--- src/rtl/lut3_pkg.sv ---
// Shared types and constants for the serially loadable 3-input LUT.
// Included by lut3_mem and lut3_loader.
package lut3_pkg;
  localparam int TABLE_W = 8;
  localparam int CNT_W   = 4;

  localparam logic [TABLE_W-1:0] DEFAULT_TABLE = 8'h45;
  localparam logic [CNT_W-1:0]   CNT_LAST      = CNT_W'(TABLE_W - 1);
  localparam logic [CNT_W-1:0]   CNT_PAR       = CNT_W'(TABLE_W);

  typedef enum logic [1:0] {
    ST_RUN,
    ST_LOAD,
    ST_CHECK,
    ST_COMMIT
  } state_t;
endpackage

--- src/rtl/lut3_mem.sv ---
// Truth-table register with a registered lookup.
// The read always uses the table value held before the edge.
module lut3_mem
  import lut3_pkg::*;
#(
  parameter logic [TABLE_W-1:0] INIT = DEFAULT_TABLE
) (
  input  logic               clk,
  input  logic               rst_n,
  input  logic               we,
  input  logic [TABLE_W-1:0] wdata,
  input  logic [2:0]         addr,
  output logic               rdata
);
  logic [TABLE_W-1:0] r_table;

  always_ff @(posedge clk or negedge rst_n) begin
    if (!rst_n) begin
      r_table <= INIT;
      rdata   <= 1'b0;
    end else begin
      rdata <= r_table[addr];
      if (we) r_table <= wdata;
    end
  end
endmodule

--- src/rtl/lut3_loader.sv ---
// 3-input LUT whose truth table is reloaded serially (entry 0 first).
// Define LUT3_LOADER_PARITY_EN to require a 9th even-parity bit per load.
module lut3_loader
  import lut3_pkg::*;
#(
  parameter logic [TABLE_W-1:0] INIT_TABLE = DEFAULT_TABLE
) (
  input  logic clk,
  input  logic rst_n,
  input  logic cfg_start,
  input  logic cfg_valid,
  input  logic cfg_bit,
  output logic cfg_ready,
  output logic busy,
  output logic done,
  output logic err,
  input  logic A,
  input  logic B,
  input  logic C,
  output logic F
);
  state_t             r_state;
  logic [CNT_W-1:0]   r_cnt;
  logic [TABLE_W-1:0] r_shadow;
  logic               r_cfg_ready;
  logic               r_busy;
  logic               r_done;
  logic               w_accept;
  logic               w_we;

  assign w_accept  = cfg_valid & r_cfg_ready;
  assign w_we      = (r_state == ST_COMMIT);
  assign cfg_ready = r_cfg_ready;
  assign busy      = r_busy;
  assign done      = r_done;

`ifdef LUT3_LOADER_PARITY_EN
  logic r_par;
  logic r_err;
  assign err = r_err;
`else
  assign err = 1'b0;
`endif

  // Outputs are registered together with the state they describe.
  always_ff @(posedge clk or negedge rst_n) begin
    if (!rst_n) begin
      r_state     <= ST_RUN;
      r_cnt       <= '0;
      r_shadow    <= '0;
      r_cfg_ready <= 1'b0;
      r_busy      <= 1'b0;
      r_done      <= 1'b0;
`ifdef LUT3_LOADER_PARITY_EN
      r_par       <= 1'b0;
      r_err       <= 1'b0;
`endif
    end else begin
      r_done <= 1'b0;
`ifdef LUT3_LOADER_PARITY_EN
      r_err  <= 1'b0;
`endif
      case (r_state)
        ST_RUN: begin
          if (cfg_start) begin
            r_state     <= ST_LOAD;
            r_cnt       <= '0;
            r_shadow    <= '0;
            r_cfg_ready <= 1'b1;
            r_busy      <= 1'b1;
          end
        end
        ST_LOAD: begin
          if (cfg_start) begin
            r_cnt    <= '0;
            r_shadow <= '0;
          end else if (w_accept) begin
`ifdef LUT3_LOADER_PARITY_EN
            if (r_cnt == CNT_PAR) begin
              r_par       <= cfg_bit;
              r_state     <= ST_CHECK;
              r_cfg_ready <= 1'b0;
            end else begin
              r_shadow[r_cnt[2:0]] <= cfg_bit;
              r_cnt                <= r_cnt + CNT_W'(1);
            end
`else
            r_shadow[r_cnt[2:0]] <= cfg_bit;
            r_cnt                <= r_cnt + CNT_W'(1);
            if (r_cnt == CNT_LAST) begin
              r_state     <= ST_COMMIT;
              r_cfg_ready <= 1'b0;
              r_busy      <= 1'b0;
              r_done      <= 1'b1;
            end
`endif
          end
        end
`ifdef LUT3_LOADER_PARITY_EN
        ST_CHECK: begin
          if (cfg_start) begin
            r_state     <= ST_LOAD;
            r_cnt       <= '0;
            r_shadow    <= '0;
            r_cfg_ready <= 1'b1;
          end else if ((^r_shadow) == r_par) begin
            r_state <= ST_COMMIT;
            r_busy  <= 1'b0;
            r_done  <= 1'b1;
          end else begin
            r_state <= ST_RUN;
            r_busy  <= 1'b0;
            r_err   <= 1'b1;
          end
        end
`endif
        default: begin
          r_state <= ST_RUN;
        end
      endcase
    end
  end

  lut3_mem #(.INIT(INIT_TABLE)) u_mem (
    .clk   (clk),
    .rst_n (rst_n),
    .we    (w_we),
    .wdata (r_shadow),
    .addr  ({A, B, C}),
    .rdata (F)
  );
endmodule

--- config.mk ---
export PLATFORM = sky130hd
export DESIGN_NAME = lut3_loader
export DESIGN_NICKNAME = d
export VERILOG_FILES = /design/src/rtl/lut3_pkg.sv /design/src/rtl/lut3_mem.sv /design/src/rtl/lut3_loader.sv
export SDC_FILE = /design/constraint.sdc
export NUM_CORES = 1
export LEC_CHECK = 0
export ABC_AREA = 1
export ABC_CLOCK_PERIOD_IN_PS = 1600
export CAP_MARGIN = 20
export CORE_AREA = 4 4 54 56
export CTS_CLUSTER_SIZE = 10
export DETAILED_ROUTE_END_ITERATION = 7
export DIE_AREA = 0 0 58 60
export HOLD_SLACK_MARGIN = 0.12
export PLACE_DENSITY = 0.72
export SKIP_LAST_GASP = 1
export SYNTH_ARGS = -nofsm -noshare
export SYNTH_HDL_FRONTEND = slang
export SYNTH_SLANG_ARGS = --single-unit
--- constraint.sdc ---
create_clock -name clk -period 1.6 [get_ports clk]
set_input_delay 0.24 -clock clk [delete_from_list [all_inputs] [get_ports clk]]
set_output_delay 0.24 -clock clk [all_outputs]
set_load 0.1 [all_outputs]
== Word-level counts from Yosys, hierarchy flattened ==
Cells that the tools add are included.

* $add $sub $neg: 1
* Order comparisons: 3
* Equality and inequality tests: 8
* Multiplexer cells: 27
* Bitwise gates (word level): 1
* Reductions and logical operators: 6

{| class="wikitable"
|+ Operator list
! cell !! number
|-
| two-way mux 8 bit || 3
|-
| one-hot mux 8 bit (2 select lines) || 1
|-
| two-way mux 4 bit || 3
|-
| two-way mux 1 bit || 10
|-
| bitwise mux 8 bit || 1
|-
| < comparator 3 x 4 -> 1 bit, second input constant || 2
|-
| two-way mux 2 bit || 4
|-
| != test 2 bit, second input constant || 4
|-
| one-hot mux 4 bit (2 select lines) || 1
|-
| AND reduction 5 bit || 1
|-
| adder 4 x 1 -> 4 bit, second input constant || 1
|-
| equality test 4 x 3 -> 1 bit, second input constant || 1
|-
| one-hot mux 2 bit (2 select lines) || 1
|-
| AND reduction 4 bit || 1
|-
| binary-select mux 1 bit (select 3 bit) || 1
|-
| demux 1 bit (select 3 bit) || 1
|-
| >= comparator 3 x 1 -> 1 bit, second input constant || 1
|-
| != test 3 bit, second input constant || 1
|-
| AND reduction 3 bit || 1
|-
| equality test 2 x 1 -> 1 bit, second input constant || 1
|-
| equality test 2 bit, second input constant || 1
|-
| zero test 2 bit || 1
|-
| one-hot mux 1 bit (2 select lines) || 1
|-
| nonzero test 2 bit || 1
|-
| other kinds (2) || 2
|}

* Flip-flop bits (word level): 25
* Input bits: 8
* Output and inout bits: 5
* Logic and storage cells: 53

== Depth between registers and ports, before layout ==
* Depth after elaboration: 8
* Gate-level depth with buffers: 8

== Cells and area by module ==
From an unflattened synthesis, not the netlist that was laid out.

* Cell total of the unflattened synthesis: 175
* Area total of the unflattened synthesis: 1306.3 sq um

{| class="wikitable"
|+ Modules (own cells, without submodules)
! module !! instances !! cells an instance !! area an instance (sq um) !! sequential area each (sq um)
|-
| lut3_loader || 1 || 121 || 889.6 || 400.4
|-
| lut3_mem || 1 || 54 || 416.6 || 229.0
|}

== Least setup slack after synthesis ==
OpenSTA, ideal clock, no wires.

* Kind: register to register
* Start: register busy (netlist name)
* End: register r_shadow[1]
* Setup time: 117 ps
* Arrival time: 1662 ps
* Required time: 1483 ps
* Path slack: -179 ps
* Stages on the path, launching flop included: 9
* Buffers on the path: 1
* Clock period less this slack: 1779 ps
* Cell sequence: dfrtp_1 -> nand2_2 -> inv_2 -> nand2_1 -> nand2_4 -> buf_6 -> nand2_1 -> nand2_1 -> nand2_1

{| class="wikitable"
|+ RTL lines
! item !! RTL line !! text
|-
| to (signal, indexed assignment) || lut3_loader.sv:88 || <nowiki>r_shadow[r_cnt[2:0]] <= cfg_bit;</nowiki>
|-
| to (decl) || lut3_loader.sv:24 || <nowiki>logic [TABLE_W-1:0] r_shadow;</nowiki>
|}

== Worst setup path in the final report ==
* Start: register r_cnt[1]
* End: register r_busy, in the netlist busy

* Word-level cells in the longest chain between the ends: 3

{| class="wikitable"
|+ RTL lines
! item !! RTL line !! text
|-
| from (decl) || lut3_loader.sv:23 || <nowiki>logic [CNT_W-1:0] r_cnt;</nowiki>
|-
| from (signal assigned) || lut3_loader.sv:89 || <nowiki>r_cnt <= r_cnt + CNT_W'(1);</nowiki>
|-
| equality test 4 x 3 -> 1 bit || lut3_loader.sv:90 || <nowiki>if (r_cnt == CNT_LAST) begin</nowiki>
|-
| != test 2 bit (no line) || -- ||
|-
| AND reduction 5 bit (no line) || -- ||
|-
| to (signal assigned) || lut3_loader.sv:52 || <nowiki>r_busy <= 1'b0;</nowiki>
|-
| to (signal assigned) || lut3_loader.sv:70 || <nowiki>r_busy <= 1'b1;</nowiki>
|-
| to (signal assigned) || lut3_loader.sv:93 || <nowiki>r_busy <= 1'b0;</nowiki>
|-
| to (decl) || lut3_loader.sv:26 || <nowiki>logic r_busy;</nowiki>
|}

No other way between the ends.
A chain may end at the register's enable or synchronous reset.

==> run_summary.xml <==
<?xml version="1.0" encoding="UTF-8"?>
<metrics>
  <group name="floorplan">
    <metric name="core_region_area" unit="um2">2430</metric>
    <metric name="chipHeight" unit="um">60</metric>
    <metric name="initial_utilization" unit="%">52.4</metric>
    <metric name="die_w" unit="um">58</metric>
    <metric name="fp-row-count" unit="">18</metric>
    <metric name="pin_count" unit="">13</metric>
    <metric name="design.die.area" unit="um2">3480</metric>
  </group>
  <group name="grt">
    <metric name="grt_usage" unit="%">16.6</metric>
    <metric name="global_route.overflow_total" unit="">0</metric>
    <metric name="vias_in_the_first_global_route" unit="">1052</metric>
    <metric name="antenna_found_initial" unit="">0</metric>
    <metric name="first_pass_grt_wire_length" unit="um">4450</metric>
    <metric name="pin_count_of_the_biggest_net_entering_global_routing" unit="">26</metric>
  </group>
  <group name="synth">
    <metric name="synth_simple_gate_area_share" unit="%">34.9</metric>
    <metric name="post_synth_instance_area" unit="um2">1270</metric>
    <metric name="netlist_instances" unit="">165</metric>
    <metric name="ys_seq_area_share" unit="%">49.4</metric>
    <metric name="ys_seq_elements" unit="">25</metric>
    <metric name="synth_mux_area_share" unit="%">0.883</metric>
    <metric name="synthAdderAreaFrac" unit="%">0.981</metric>
    <metric name="synth-compound-area-share" unit="%">3.53</metric>
    <metric name="synth_largest_area_cell" unit="">sky130_fd_sc_hd__dfrtp_1</metric>
    <metric name="post_synth.cell_area_avg" unit="um2">7.73</metric>
    <metric name="synth_warnings" unit="">0</metric>
    <metric name="netlist_top_cells_area" unit="">sky130_fd_sc_hd__dfrtp_1 (43%), sky130_fd_sc_hd__nand2_1 (17%), sky130_fd_sc_hd__dfstp_2 (6.2%)</metric>
    <metric name="synth_xor_xnor_area_share" unit="%">0.687</metric>
    <metric name="synth.distinct_cells" unit="">22</metric>
    <metric name="dominant_combinational_cell_family_by_area_after_synthesis" unit="">simple AND/OR/NAND/NOR gates</metric>
    <metric name="synth.top_cell.area_share" unit="%">43.2</metric>
    <metric name="synth.net_count" unit="">174</metric>
  </group>
  <group name="routing">
    <metric name="wl" unit="um">2420</metric>
    <metric name="drc" unit="">0</metric>
    <metric name="detail_route.vias_per_cell" unit="">5.02</metric>
    <metric name="dr.pass1.iters" unit="">4</metric>
    <metric name="drt_first_iter_violations" unit="">38</metric>
    <metric name="wl_per_cell" unit="um">11.7</metric>
    <metric name="drt.antenna.violating_nets" unit="">0</metric>
    <metric name="vias" unit="">1040</metric>
  </group>
  <group name="sta">
    <metric name="timing.setup.tns" unit="ns">0</metric>
    <metric name="maxSlewViolCount" unit="">0</metric>
    <metric name="max_freq" unit="MHz">737</metric>
    <metric name="final_min_period" unit="ns">1.36</metric>
    <metric name="setup_violations" unit="">0</metric>
    <metric name="finalHoldViolations" unit="">0</metric>
    <metric name="rsz_0062_raised_after_global_routing" unit="">false</metric>
    <metric name="clock-skew-final" unit="ns">0.00318</metric>
    <metric name="min_period_over_period" unit="%">84.8</metric>
  </group>
  <group name="finish">
    <metric name="final_core_utilization" unit="%">60.4</metric>
    <metric name="antenna_cells" unit="">0</metric>
    <metric name="area_growth" unit="%">15.2</metric>
    <metric name="nets" unit="">187</metric>
    <metric name="drive_above_1_share" unit="%">11.3</metric>
  </group>
  <group name="run">
    <metric name="maxCapViolations" unit="">0</metric>
  </group>
  <group name="clocking">
    <metric name="clk_root_buffer_cell" unit="">sky130_fd_sc_hd__clkbuf_4</metric>
    <metric name="cts_repair_resize_count" unit="">0</metric>
    <metric name="cts.reportedPaths.clkPinSlew" unit="ns">0.13</metric>
    <metric name="cts_max_path_buffers" unit="">2</metric>
    <metric name="post_cts.repair.setup_buffers" unit="">0</metric>
    <metric name="clkLatencyLatePin" unit="ns">0.31</metric>
    <metric name="cts_hold_buffers" unit="">0</metric>
    <metric name="cts.sinks" unit="">25</metric>
    <metric name="cts_made_buffers" unit="">3</metric>
    <metric name="h-tree-depth" unit="">1</metric>
    <metric name="cts_tree" unit="">yes</metric>
  </group>
  <group name="power_and_ir_drop">
    <metric name="irDropWorstVdd" unit="mV">0.483</metric>
    <metric name="cellPowerDensity" unit="nW/um2">776</metric>
    <metric name="leakagePower" unit="nW">0.824</metric>
  </group>
  <group name="place">
    <metric name="place.gp.congestion" unit="">0.923</metric>
    <metric name="place.port_buffers" unit="">11</metric>
    <metric name="dp.final_hpwl" unit="um">1830</metric>
  </group>
  <group name="worst_setup_path">
    <metric name="start_kind" unit="">register</metric>
    <metric name="critPathArrivalTime" unit="ns">1.56</metric>
    <metric name="crit_fanout" unit="">8</metric>
    <metric name="worstSetupPathType" unit="">reg -&gt; reg</metric>
    <metric name="worstSetupEndpointType" unit="">register</metric>
    <metric name="critPathRequiredTime" unit="ns">1.80</metric>
  </group>
  <group name="run_status">
    <metric name="run_status" unit="">finished, final reports clean</metric>
  </group>
  <group name="worst_hold_path">
    <metric name="hp-class" unit="">in -&gt; async</metric>
  </group>
</metrics>
flip-flops by register name, indices dropped and copies added, names as in the netlist:
register and count:
busy 1, done 1, r_cnt 4, r_shadow 8, r_state 2, u_mem.r_table 8
u_mem.rdata 1
layer usage:
metal	wire length [um]	up-vias	global-route usage [%]
met5	0	-	0
met4	15	0	7.28
met3	98	2	2.38
met2	1260	21	30.2
met1	1050	485	19.5
li1	-	532	-
stage by stage:
stage                     worst slack [ns]  hold WS [ns]  cells  instance area, um2  total power [W]
after floorplan                      0.125       -0.0556    165                1280         0.000812
after CTS                            0.259         0.282    207                1470          0.00116
after detailed placement             0.103         0.462    203                1440         0.000881
after global routing                 0.136         0.287    207                1470          0.00121
final                                0.243         0.277    207                1470          0.00114
after global placement               0.155         0.456    203                1440         0.000874
cells in the final DEF (no fill, tap or decap), types with 2 or more instances in the layout:
master                            instances
sky130_fd_sc_hd__nor3_1                   2
sky130_fd_sc_hd__inv_1                   20
sky130_fd_sc_hd__clkdlybuf4s50_1          7
sky130_fd_sc_hd__nand3_1                 14
sky130_fd_sc_hd__o21ai_1                  2
sky130_fd_sc_hd__inv_2                    2
sky130_fd_sc_hd__a21oi_1                  7
sky130_fd_sc_hd__nand3b_1                 8
sky130_fd_sc_hd__clkbuf_4                 3
sky130_fd_sc_hd__nand2_1                 58
sky130_fd_sc_hd__nor2_1                  14
sky130_fd_sc_hd__dfstp_2                  3
sky130_fd_sc_hd__buf_4                    2
sky130_fd_sc_hd__buf_12                   4
sky130_fd_sc_hd__dfrtp_1                 21
cell type report:
class                   count  area [um2]
clock buffers               4        26.3
fillers                   221         963
inverters                  22        82.6
multi-input cells         113         527
flip-flops and latches     25         631
well taps                  30        37.5
repair buffers             13         165
path summary, 6_finish.rpt:
path / start / to / slack, ns / depth (start not counted)
worst max register to register: r_cnt[1] / busy / 0.24 / 4
max in group asynchronous: rst_n / u_mem.r_table[2] / 1.03 / 2
worst max-delay path: r_cnt[1] / busy / 0.24 / 4
worst min register to register: r_shadow[2] / r_shadow[2] / 0.49 / 2
min in group clk: r_shadow[2] / r_shadow[2] / 0.49 / 2
worst min-delay path: rst_n / u_mem.rdata / 0.28 / 2
cells in the mapped netlist:
cell / instances
sky130_fd_sc_hd__buf_6: 1
sky130_fd_sc_hd__nand3b_1: 8
sky130_fd_sc_hd__nand3_1: 14
sky130_fd_sc_hd__mux2_2: 1
sky130_fd_sc_hd__inv_2: 2
sky130_fd_sc_hd__nor3_1: 2
sky130_fd_sc_hd__dfrtp_1: 22
sky130_fd_sc_hd__xor2_1: 1
sky130_fd_sc_hd__nor2_1: 14
sky130_fd_sc_hd__ha_1: 1
sky130_fd_sc_hd__nor2_4: 1
sky130_fd_sc_hd__nand2_2: 1
sky130_fd_sc_hd__inv_1: 20
sky130_fd_sc_hd__o21ai_1: 2
sky130_fd_sc_hd__nand2_1: 58
sky130_fd_sc_hd__buf_4: 2
sky130_fd_sc_hd__dfstp_2: 3
sky130_fd_sc_hd__conb_1: 1
sky130_fd_sc_hd__a21oi_1: 7
sky130_fd_sc_hd__nor2_2: 1
sky130_fd_sc_hd__buf_2: 2
sky130_fd_sc_hd__nand2_4: 1
power breakdown:
group	internal (W)	switching, W	total (W)
Clock	0.0000972	0.000172	0.000270
Sequential	0.000655	0.0000218	0.000676
Combinational	0.0000685	0.000126	0.000194
logic make-up after synthesis:
kind of cell / after synthesis
DFF: 25
AOI/OAI and AO/OA: 9
buffers and inverters: 27
muxes: 1
xor gates and xnor gates: 1
and+or+nand+nor: 100
adders and majority gates: 1
other: 1
worst max-delay path, cell delays in order (launching register included):
cell and delay [ns]:
sky130_fd_sc_hd__dfrtp_1 0.50, sky130_fd_sc_hd__ha_1 0.24, sky130_fd_sc_hd__nand3_1 0.11, sky130_fd_sc_hd__nor3_1 0.33, sky130_fd_sc_hd__nor2_1 0.07
Note: power is estimated with default switching activity, not from simulation.
